File: config.mk
export PLATFORM = sky130hd
export DESIGN_NAME = ahb_sram_slave
export DESIGN_NICKNAME = d
export VERILOG_FILES = /design/src/rtl/ahb_sram_slave_pkg.sv /design/src/rtl/ahb_lane_dec.sv /design/src/rtl/ahb_sram_slave.sv
export SDC_FILE = /design/constraint.sdc
export NUM_CORES = 1
export LEC_CHECK = 0
export BUFFER_PORTS_ARGS = -buffer_cell sky130_fd_sc_hd__buf_2
export CORE_MARGIN = 5
export CORE_UTILIZATION = 41
export DETAILED_ROUTE_END_ITERATION = 8
export HOLD_SLACK_MARGIN = 0.05
export PLACE_DENSITY = 0.8
export SLEW_MARGIN = 10
export SYNTH_ARGS = -nofsm -noshare
export SYNTH_HDL_FRONTEND = slang
export SYNTH_SLANG_ARGS = --single-unit
File: constraint.sdc
create_clock -name clk -period 1.93 [get_ports clk]
set_input_delay 0.193 -clock clk [delete_from_list [all_inputs] [get_ports clk]]
set_output_delay 0.193 -clock clk [all_outputs]
set_load 0.03 [all_outputs]
File: src/rtl/ahb_sram_slave_pkg.sv
// Shared AMBA AHB constants used by the SRAM slave and its lane decoder.
// HTRANS_*: transfer type, HSIZE_*: transfer size, HRESP_*: response, HBURST_*: burst type.
package ahb_sram_slave_pkg;

  localparam logic [1:0] HTRANS_IDLE   = 2'b00;
  localparam logic [1:0] HTRANS_BUSY   = 2'b01;
  localparam logic [1:0] HTRANS_NONSEQ = 2'b10;
  localparam logic [1:0] HTRANS_SEQ    = 2'b11;

  localparam logic [2:0] HSIZE_BYTE  = 3'b000;
  localparam logic [2:0] HSIZE_HWORD = 3'b001;
  localparam logic [2:0] HSIZE_WORD  = 3'b010;

  localparam logic [1:0] HRESP_OKAY  = 2'b00;
  localparam logic [1:0] HRESP_ERROR = 2'b01;

  localparam logic [2:0] HBURST_SINGLE = 3'b000;
  localparam logic [2:0] HBURST_INCR   = 3'b001;
  localparam logic [2:0] HBURST_WRAP4  = 3'b010;
  localparam logic [2:0] HBURST_INCR4  = 3'b011;

endpackage

File: src/rtl/ahb_lane_dec.sv
// AHB byte-lane decoder (little-endian, 32-bit data bus).
// Ports:
//   hsize_i   - AHB transfer size
//   addr_i    - low two bits of the byte address
//   be_o      - active-high byte-lane enables, bit i = lane i
//   illegal_o - misaligned transfer or size wider than a word
module ahb_lane_dec
  import ahb_sram_slave_pkg::*;
(
  input  logic [2:0] hsize_i,
  input  logic [1:0] addr_i,
  output logic [3:0] be_o,
  output logic       illegal_o
);

  always_comb begin
    be_o      = 4'b0000;
    illegal_o = 1'b0;
    case (hsize_i)
      HSIZE_BYTE: begin
        be_o = 4'b0001 << addr_i;
      end
      HSIZE_HWORD: begin
        be_o      = addr_i[1] ? 4'b1100 : 4'b0011;
        illegal_o = addr_i[0];
      end
      HSIZE_WORD: begin
        be_o      = 4'b1111;
        illegal_o = (addr_i != 2'b00);
      end
      default: begin
        illegal_o = 1'b1;
      end
    endcase
  end

endmodule

File: src/rtl/ahb_sram_slave.sv
// AHB slave driving an external asynchronous 32-bit SRAM with programmable wait states.
// Ports:
//   clk, rst        - clock and synchronous active-high reset
//   ahbsi_*         - AHB slave inputs (select, address phase, write data)
//   ahbso_*         - AHB slave outputs (hready, hresp, hrdata); hready is also the bus hready
//   sram_addr       - SRAM word address
//   sram_dq_o/_i    - SRAM write/read data; sram_dq_oe enables the pad drivers
//   sram_ce_n/oe_n/we_n/be_n - active-low SRAM strobes and byte enables
module ahb_sram_slave
  import ahb_sram_slave_pkg::*;
#(
  parameter int unsigned ADDR_W  = 20,
  parameter int unsigned RD_WAIT = 2,
  parameter int unsigned WR_WAIT = 2
) (
  input  logic              clk,
  input  logic              rst,
  input  logic              ahbsi_hsel,
  input  logic [31:0]       ahbsi_haddr,
  input  logic              ahbsi_hwrite,
  input  logic [1:0]        ahbsi_htrans,
  input  logic [2:0]        ahbsi_hsize,
  input  logic [2:0]        ahbsi_hburst,
  input  logic [31:0]       ahbsi_hwdata,
  output logic              ahbso_hready,
  output logic [1:0]        ahbso_hresp,
  output logic [31:0]       ahbso_hrdata,
  output logic [ADDR_W-1:0] sram_addr,
  output logic [31:0]       sram_dq_o,
  input  logic [31:0]       sram_dq_i,
  output logic              sram_dq_oe,
  output logic              sram_ce_n,
  output logic              sram_oe_n,
  output logic              sram_we_n,
  output logic [3:0]        sram_be_n
);

  typedef enum logic [2:0] {StIdle, StRd, StWr, StErr1, StErr2} state_e;

  localparam logic [3:0] RdWait = 4'(RD_WAIT);
  localparam logic [3:0] WrWait = 4'(WR_WAIT);

  state_e            state_q, state_d;
  logic [3:0]        cnt_q, cnt_d;
  logic [ADDR_W-1:0] addr_q, addr_d;
  logic [3:0]        be_q, be_d;
  logic [31:0]       hrdata_q, hrdata_d;

  logic [3:0] dec_be;
  logic       dec_illegal;
  logic       ready;
  logic       accept;

  // Burst type and address bits above the SRAM range play no part in addressing.
  logic unused_bits;
  assign unused_bits = ^{ahbsi_hburst, ahbsi_haddr[31:ADDR_W+2]};

  ahb_lane_dec u_lane_dec (
    .hsize_i   (ahbsi_hsize),
    .addr_i    (ahbsi_haddr[1:0]),
    .be_o      (dec_be),
    .illegal_o (dec_illegal)
  );

  // Kept separate from the main block so accept does not feed back into it.
  always_comb begin
    ready = 1'b1;
    unique case (state_q)
      StRd:    ready = (cnt_q == RdWait);
      StWr:    ready = (cnt_q == WrWait);
      StErr1:  ready = 1'b0;
      default: ready = 1'b1;
    endcase
  end

  assign accept = ahbsi_hsel && ready &&
                  ((ahbsi_htrans == HTRANS_NONSEQ) || (ahbsi_htrans == HTRANS_SEQ));

  always_comb begin
    state_d     = state_q;
    cnt_d       = cnt_q;
    addr_d      = addr_q;
    be_d        = be_q;
    hrdata_d    = hrdata_q;
    ahbso_hresp = HRESP_OKAY;
    sram_ce_n   = 1'b1;
    sram_oe_n   = 1'b1;
    sram_we_n   = 1'b1;
    sram_be_n   = 4'hF;
    sram_dq_oe  = 1'b0;
    sram_dq_o   = 32'h0;

    unique case (state_q)
      StRd: begin
        sram_ce_n = 1'b0;
        sram_oe_n = 1'b0;
        sram_be_n = ~be_q;
        // Capture one edge before completion so hrdata is stable while hready is high.
        if (cnt_q == RdWait - 4'd1) hrdata_d = sram_dq_i;
      end
      StWr: begin
        sram_ce_n  = 1'b0;
        sram_dq_oe = 1'b1;
        sram_dq_o  = ahbsi_hwdata;
        sram_be_n  = ~be_q;
        // we_n releases in the final cycle so data is held past the strobe.
        sram_we_n  = (cnt_q == WrWait);
      end
      StErr1: begin
        ahbso_hresp = HRESP_ERROR;
        state_d     = StErr2;
      end
      StErr2: begin
        ahbso_hresp = HRESP_ERROR;
      end
      default: ;
    endcase

    if (ready) begin
      state_d = StIdle;
      if (accept) begin
        cnt_d  = 4'd0;
        addr_d = ahbsi_haddr[ADDR_W+1:2];
        be_d   = dec_be;
        if (dec_illegal)       state_d = StErr1;
        else if (ahbsi_hwrite) state_d = StWr;
        else                   state_d = StRd;
      end
    end else if ((state_q == StRd) || (state_q == StWr)) begin
      cnt_d = cnt_q + 4'd1;
    end
  end

  always_ff @(posedge clk) begin
    if (rst) begin
      state_q  <= StIdle;
      cnt_q    <= 4'd0;
      addr_q   <= '0;
      be_q     <= 4'd0;
      hrdata_q <= 32'h0;
    end else begin
      state_q  <= state_d;
      cnt_q    <= cnt_d;
      addr_q   <= addr_d;
      be_q     <= be_d;
      hrdata_q <= hrdata_d;
    end
  end

  assign ahbso_hready = ready;
  assign ahbso_hrdata = hrdata_q;
  assign sram_addr    = addr_q;

endmodule
Word level (Yosys, flattened, before mapping)
Index checks and enable logic that the tools add are counted.
Storage, ports and cells
  logic and storage cells: 51
  flip-flop bits (word level): 63
  output and inout port bits: 95
  input bits: 108
Operators by class
  shift operators: 1
  multiplexer cells: 19
  $add $sub $neg: 1
  equality and inequality tests: 11
  reduce and logical (&&, ||, !) cells: 13
  bitwise gates (word level): 1
Operators with widths (number)
  2-to-1 mux 32 bit: 1
  2-to-1 mux 4 bit: 5
  one-hot mux 4 bit (3 select lines): 1
  equality test 3 x 2 -> 1 bit, second input constant: 3
  equality test 3 x 1 -> 1 bit, second input constant: 2
  2-to-1 mux 2 bit: 3
  2-to-1 mux 3 bit: 2
  AND reduction 2 bit: 3
  nonzero test 2 bit: 3
  2-to-1 mux 1 bit: 5
  adder 4 x 1 -> 4 bit, second input constant: 1
  equality test 2 bit, second input constant: 2
  equality test 4 x 1 -> 1 bit, second input constant: 1
  equality test 4 x 2 -> 1 bit, second input constant: 1
  NOT 4 bit: 1
  OR reduction 2 bit: 2
  left shift 1 x 2 -> 4 bit, first input constant: 1
  equality test 3 bit, second input constant: 1
  logical NOT 3 bit: 1
  one-hot mux 1 bit (3 select lines): 1
  logical AND 1 bit: 2
  logical OR 1 bit: 2
  inequality test 2 x 1 -> 1 bit, second input constant: 1
  one-hot mux 1 bit (2 select lines): 1

Depth between registers and ports, before layout
  word-level depth: 7
  gate-level depth with buffers: 8

By module
From an unflattened synthesis, not the netlist that was laid out.
Second synthesis, totals
  cell total of the unflattened synthesis: 333
  area total of the unflattened synthesis: 2778.9 µm²
Modules (own cells, without submodules)
  ahb_sram_slave: cells an instance 318, times used 1, area each 2701.3 µm²
  ahb_lane_dec: cells an instance 15, times used 1, area each 77.6 µm²

Worst setup path after synthesis
No wires, ideal clock.
  path type: reg-to-output
  from: register state_q[2]
  to: output port sram_dq_o[22]
  required time: 1.737 ns
  setup slack: 0.216 ns
  data arrival time: 1.521 ns
  cell stages (with the launch flop): 5
  path buffers: 2
  cell sequence: dfxtp_1 > buf_6 > nor3b_2 > clkbuf_1 > and2_1
On the way
  longest elaborated chain between the ends: 2
RTL lines
  start: declaration: line ahb_sram_slave.sv:43  | state_e state_q, state_d;
  start signal: assignment: line ahb_sram_slave.sv:136  | state_q <= StIdle;
  start signal: assignment: line ahb_sram_slave.sv:142  | state_q <= state_d;
  equality test 3 x 2 -> 1 bit: line ahb_sram_slave.sv:93  | unique case (state_q)
  2-to-1 mux 32 bit: line ahb_sram_slave.sv:93
  end: declaration: line ahb_sram_slave.sv:29  | output logic [31:0] sram_dq_o,
No other way between the ends.

Final worst setup path
  from: register state_q[0]
  to: output port sram_be_n[3]
On the way
  longest elaborated chain between the ends: 3
RTL lines
  equality test 3 x 1 -> 1 bit or equality test 3 x 2 -> 1 bit (tied branches): line ahb_sram_slave.sv:93
  OR reduction 2 bit (no line) *
  2-to-1 mux 4 bit *
  end: declaration: line ahb_sram_slave.sv:35  | output logic [3:0] sram_be_n
Every way passes the cells marked *; elsewhere a longest branch is shown, timed or not.

==> impl_metrics.tcl <==
set metrics [dict create \
    die_w_um 94.0 \
    rows 30 \
    grt_pass1_vias 2771 \
    antenna_left 0 \
    antenna_found_initial 0 \
    start_kind "flop" \
    nets 646 \
    grt.busiest_layer "met2" \
    peakVddDrop_mv 0.569 \
    power.leakage_nw 1.91 \
    grt_max_degree 35 \
    wl_per_cell_um 12.4 \
    status "finished clean" \
    yosysUniqueCellTypes 36 \
    drt-initial-drc-count 92 \
    htree_levels 3 \
    routed_wl_um 7860 \
    yosys.area.top_type "dfxtp_1" \
    grtUsageMet1_pct 20.7 \
    grt_pass1_wl_um 12600 \
    end_kind "output port" \
    synth_top_area_share_pct 43.6 \
    synth_area_per_cell_um2 8.13 \
    cp_data_required_time_ns 1.74 \
    viasPerCell 4.55 \
    switching_power_mw 0.919 \
    worstRegToRegCells 7 \
    tightest_slew_ns 0.508 \
    fin_tns_setup_ns 0 \
    ys.warnings.count 0 \
    ys_seq_elements 63 \
    relSlewSlack_pct 66.2 \
    drc_errors 0 \
    maxCapViolCount 0 \
    drt_first_pass_iters 4 \
    core_um2 6830 \
    endpoint "sram_be_n[3]" \
    gr-total-overflow 0 \
    met2_usage_pct 29.7 \
    crit_start "state_q[0]" \
    cts-root-buf "clkbuf_8" \
    cts_buffer_depth 2 \
    grtUsageMet3_pct 8.25 \
    final_common_cell "buf_2" \
    synthToLayoutAreaGrowth_pct 40.4 \
    switching_share_pct 28.7 \
    syn-num-nets 467 \
    ys_async_sr_fraction_pct 0 \
    clk_pin_slew_ns 0.07 \
    nFillCells 644 \
    syn_area_um2 2890 \
    r2r_end "be_q[0]" \
    setup_violations 0 \
    cpPeakStageDelay_ns 0.49 \
    gp_congestion 0.799 \
    crit_cells 4 \
    pwr-share-comb_pct 20.1 \
    worst-path-buf-inv 1 \
    seqPwrFrac_pct 43.1 \
    ys_seq_area_share_pct 43.6 \
    synth_edf_count 0 \
    cellPowerDensity_nw_per_um2 790 \
    rsz0062_at_grt "no" \
    mostFrequentLayoutCells "buf_2, nand2_1, dfxtp_1, a21oi_1, and2_1" \
    cts_buffers 9 \
    dp.final_hpwl_um 6040 \
    clkPwrFrac_pct 36.7 \
    insertedDiodeCount 0 \
    reg2reg_from "cnt_q[0]" \
    cts.sinks 63 \
    final-seq-area_um2 1260 \
    max_freq_ghz 0.560 \
    ctsHoldBuffers 0 \
    hp-class "input pin to flop" \
    cp.arrival_ns 1.59 \
    io_buffers 187 \
    syn_inst 356 \
    hold_viol 0 \
    multiInputGateArea_um2 1440 \
    fin_crit_sh_pct 92.5 \
    die_h_um 94.0 \
    initial_core_util_pct 42.3 \
    synth_flop_cell "dfxtp_1" \
    fin_worst_skew_ns 0.00465 \
    fin_util_pct 59.4 \
    io_pins 203 \
    min_period_ns 1.78 \
    clock_latency_ns 0.33 \
    cts_tree "yes" \
    crit_chain "xnor2_1 -> nor2_1 -> nand2_1 -> buf_2" \
    internal-power_mw 2.29 \
    synth.area.top_cells "dfxtp_1, nand2_1, a21oi_1, and2_1, a21oi_2" \
    cp_top_family "flip-flops" \
    via_count 2894 \
    cp_max_fo 9 \
    grt_usage_pct 17.7 \
    crit_type "flop to output port" \
    r2r_slack_ns 0.20 \
    drive_gt1_share_pct 45.6 \
    slowest_stage "dfxtp_1" \
    dieArea_um2 8840 \
    slew_violations 0 \
]
## worst register-to-register path, delay by kind of cell (launching register included)
kind                       cells  cell delay [ns]
and+or+nand+nor                2             0.41
buffers and inverters          2             0.28
DFF                            1             0.35
AOI/OAI and AO/OA              2             0.45
adders and majority gates      1             0.18
## power by group through the flow
stage	logic [mW]	clock network (mW)	registers (mW)
global route	0.700	1.31	1.39
global placement	0.634	0	1.41
CTS	0.650	1.23	1.38
finish	0.646	1.18	1.38
floorplan	0.370	0	1.47
detailed placement	0.648	0	1.41
## how the worst min path moves through the flow
stage,cells after the start,slack [ns],end,start
after floorplan,2,0.32,sram_addr[10],ahbsi_haddr[12]
after global placement,3,0.43,sram_addr[12],ahbsi_haddr[14]
after detailed placement,3,0.44,sram_addr[11],ahbsi_haddr[13]
after CTS,3,0.07,sram_addr[17],ahbsi_haddr[19]
after global routing,3,0.06,sram_addr[10],ahbsi_haddr[12]
final,3,0.09,sram_addr[17],ahbsi_haddr[19]
## sequential cells by signal (all words and copies together), names as in the netlist
register      cells
ahbso_hrdata     32
sram_addr        20
state_q           3
cnt_q             4
be_q              4
## cell type report
cell class	count	share of cell area, %
clock buffers	13	4.16
clock inverters	3	0.986
inverters	4	0.370
multi-input cells	263	35.4
flip-flops and latches	63	31.1
well taps	96	2.96
repair buffers	194	25.1
## synthesized netlist by cell type (all sizes together) (4+ instances only)
| cell type | count |
|---|---|
| clkbuf | 13 |
| inv | 4 |
| o21ai | 5 |
| nand2 | 118 |
| dfxtp | 63 |
| nor2 | 7 |
| a21oi | 63 |
| and2 | 32 |
| buf | 13 |
## cell families after synthesis
logic type | Yosys count | synth area share (%)
adders and majority gates | 3 | 1.30
other | 1 | 0.130
DFF | 63 | 43.6
AOI/OAI and AO/OA | 78 | 17.7
and+or+nand+nor | 180 | 30.2
buffers and inverters | 30 | 6.75
xor gates and xnor gates | 1 | 0.303
## stage by stage
stage                     std cells  hold slack [ns]  worst slack [ns]  total power, mW  cell area (um2)
after global placement          620            0.433             0.239             2.04             3850
after CTS                       636           0.0749            0.0626             3.26             4060
after floorplan                 356            0.320             0.216             1.84             2890
final                           636           0.0945             0.145             3.21             4060
after detailed placement        620            0.437             0.219             2.06             3850
after global routing            636           0.0637           0.00809             3.40             4060
## routing by layer
layer | share of wire (%) | up-vias
met5 | 0 | -
met4 | 0.51 | 0
met3 | 8.9 | 4
met2 | 49 | 96
met1 | 42 | 1286
li1 | - | 1508
## timing repair
| action | CTS | global route |
|---|---|---|
| buffers inserted | 0 | 0 |
| endpoints found under the setup margin | 0 | 33 |
| resized for setup | 0 | 2 |
Power figures use the tool's default switching activity.
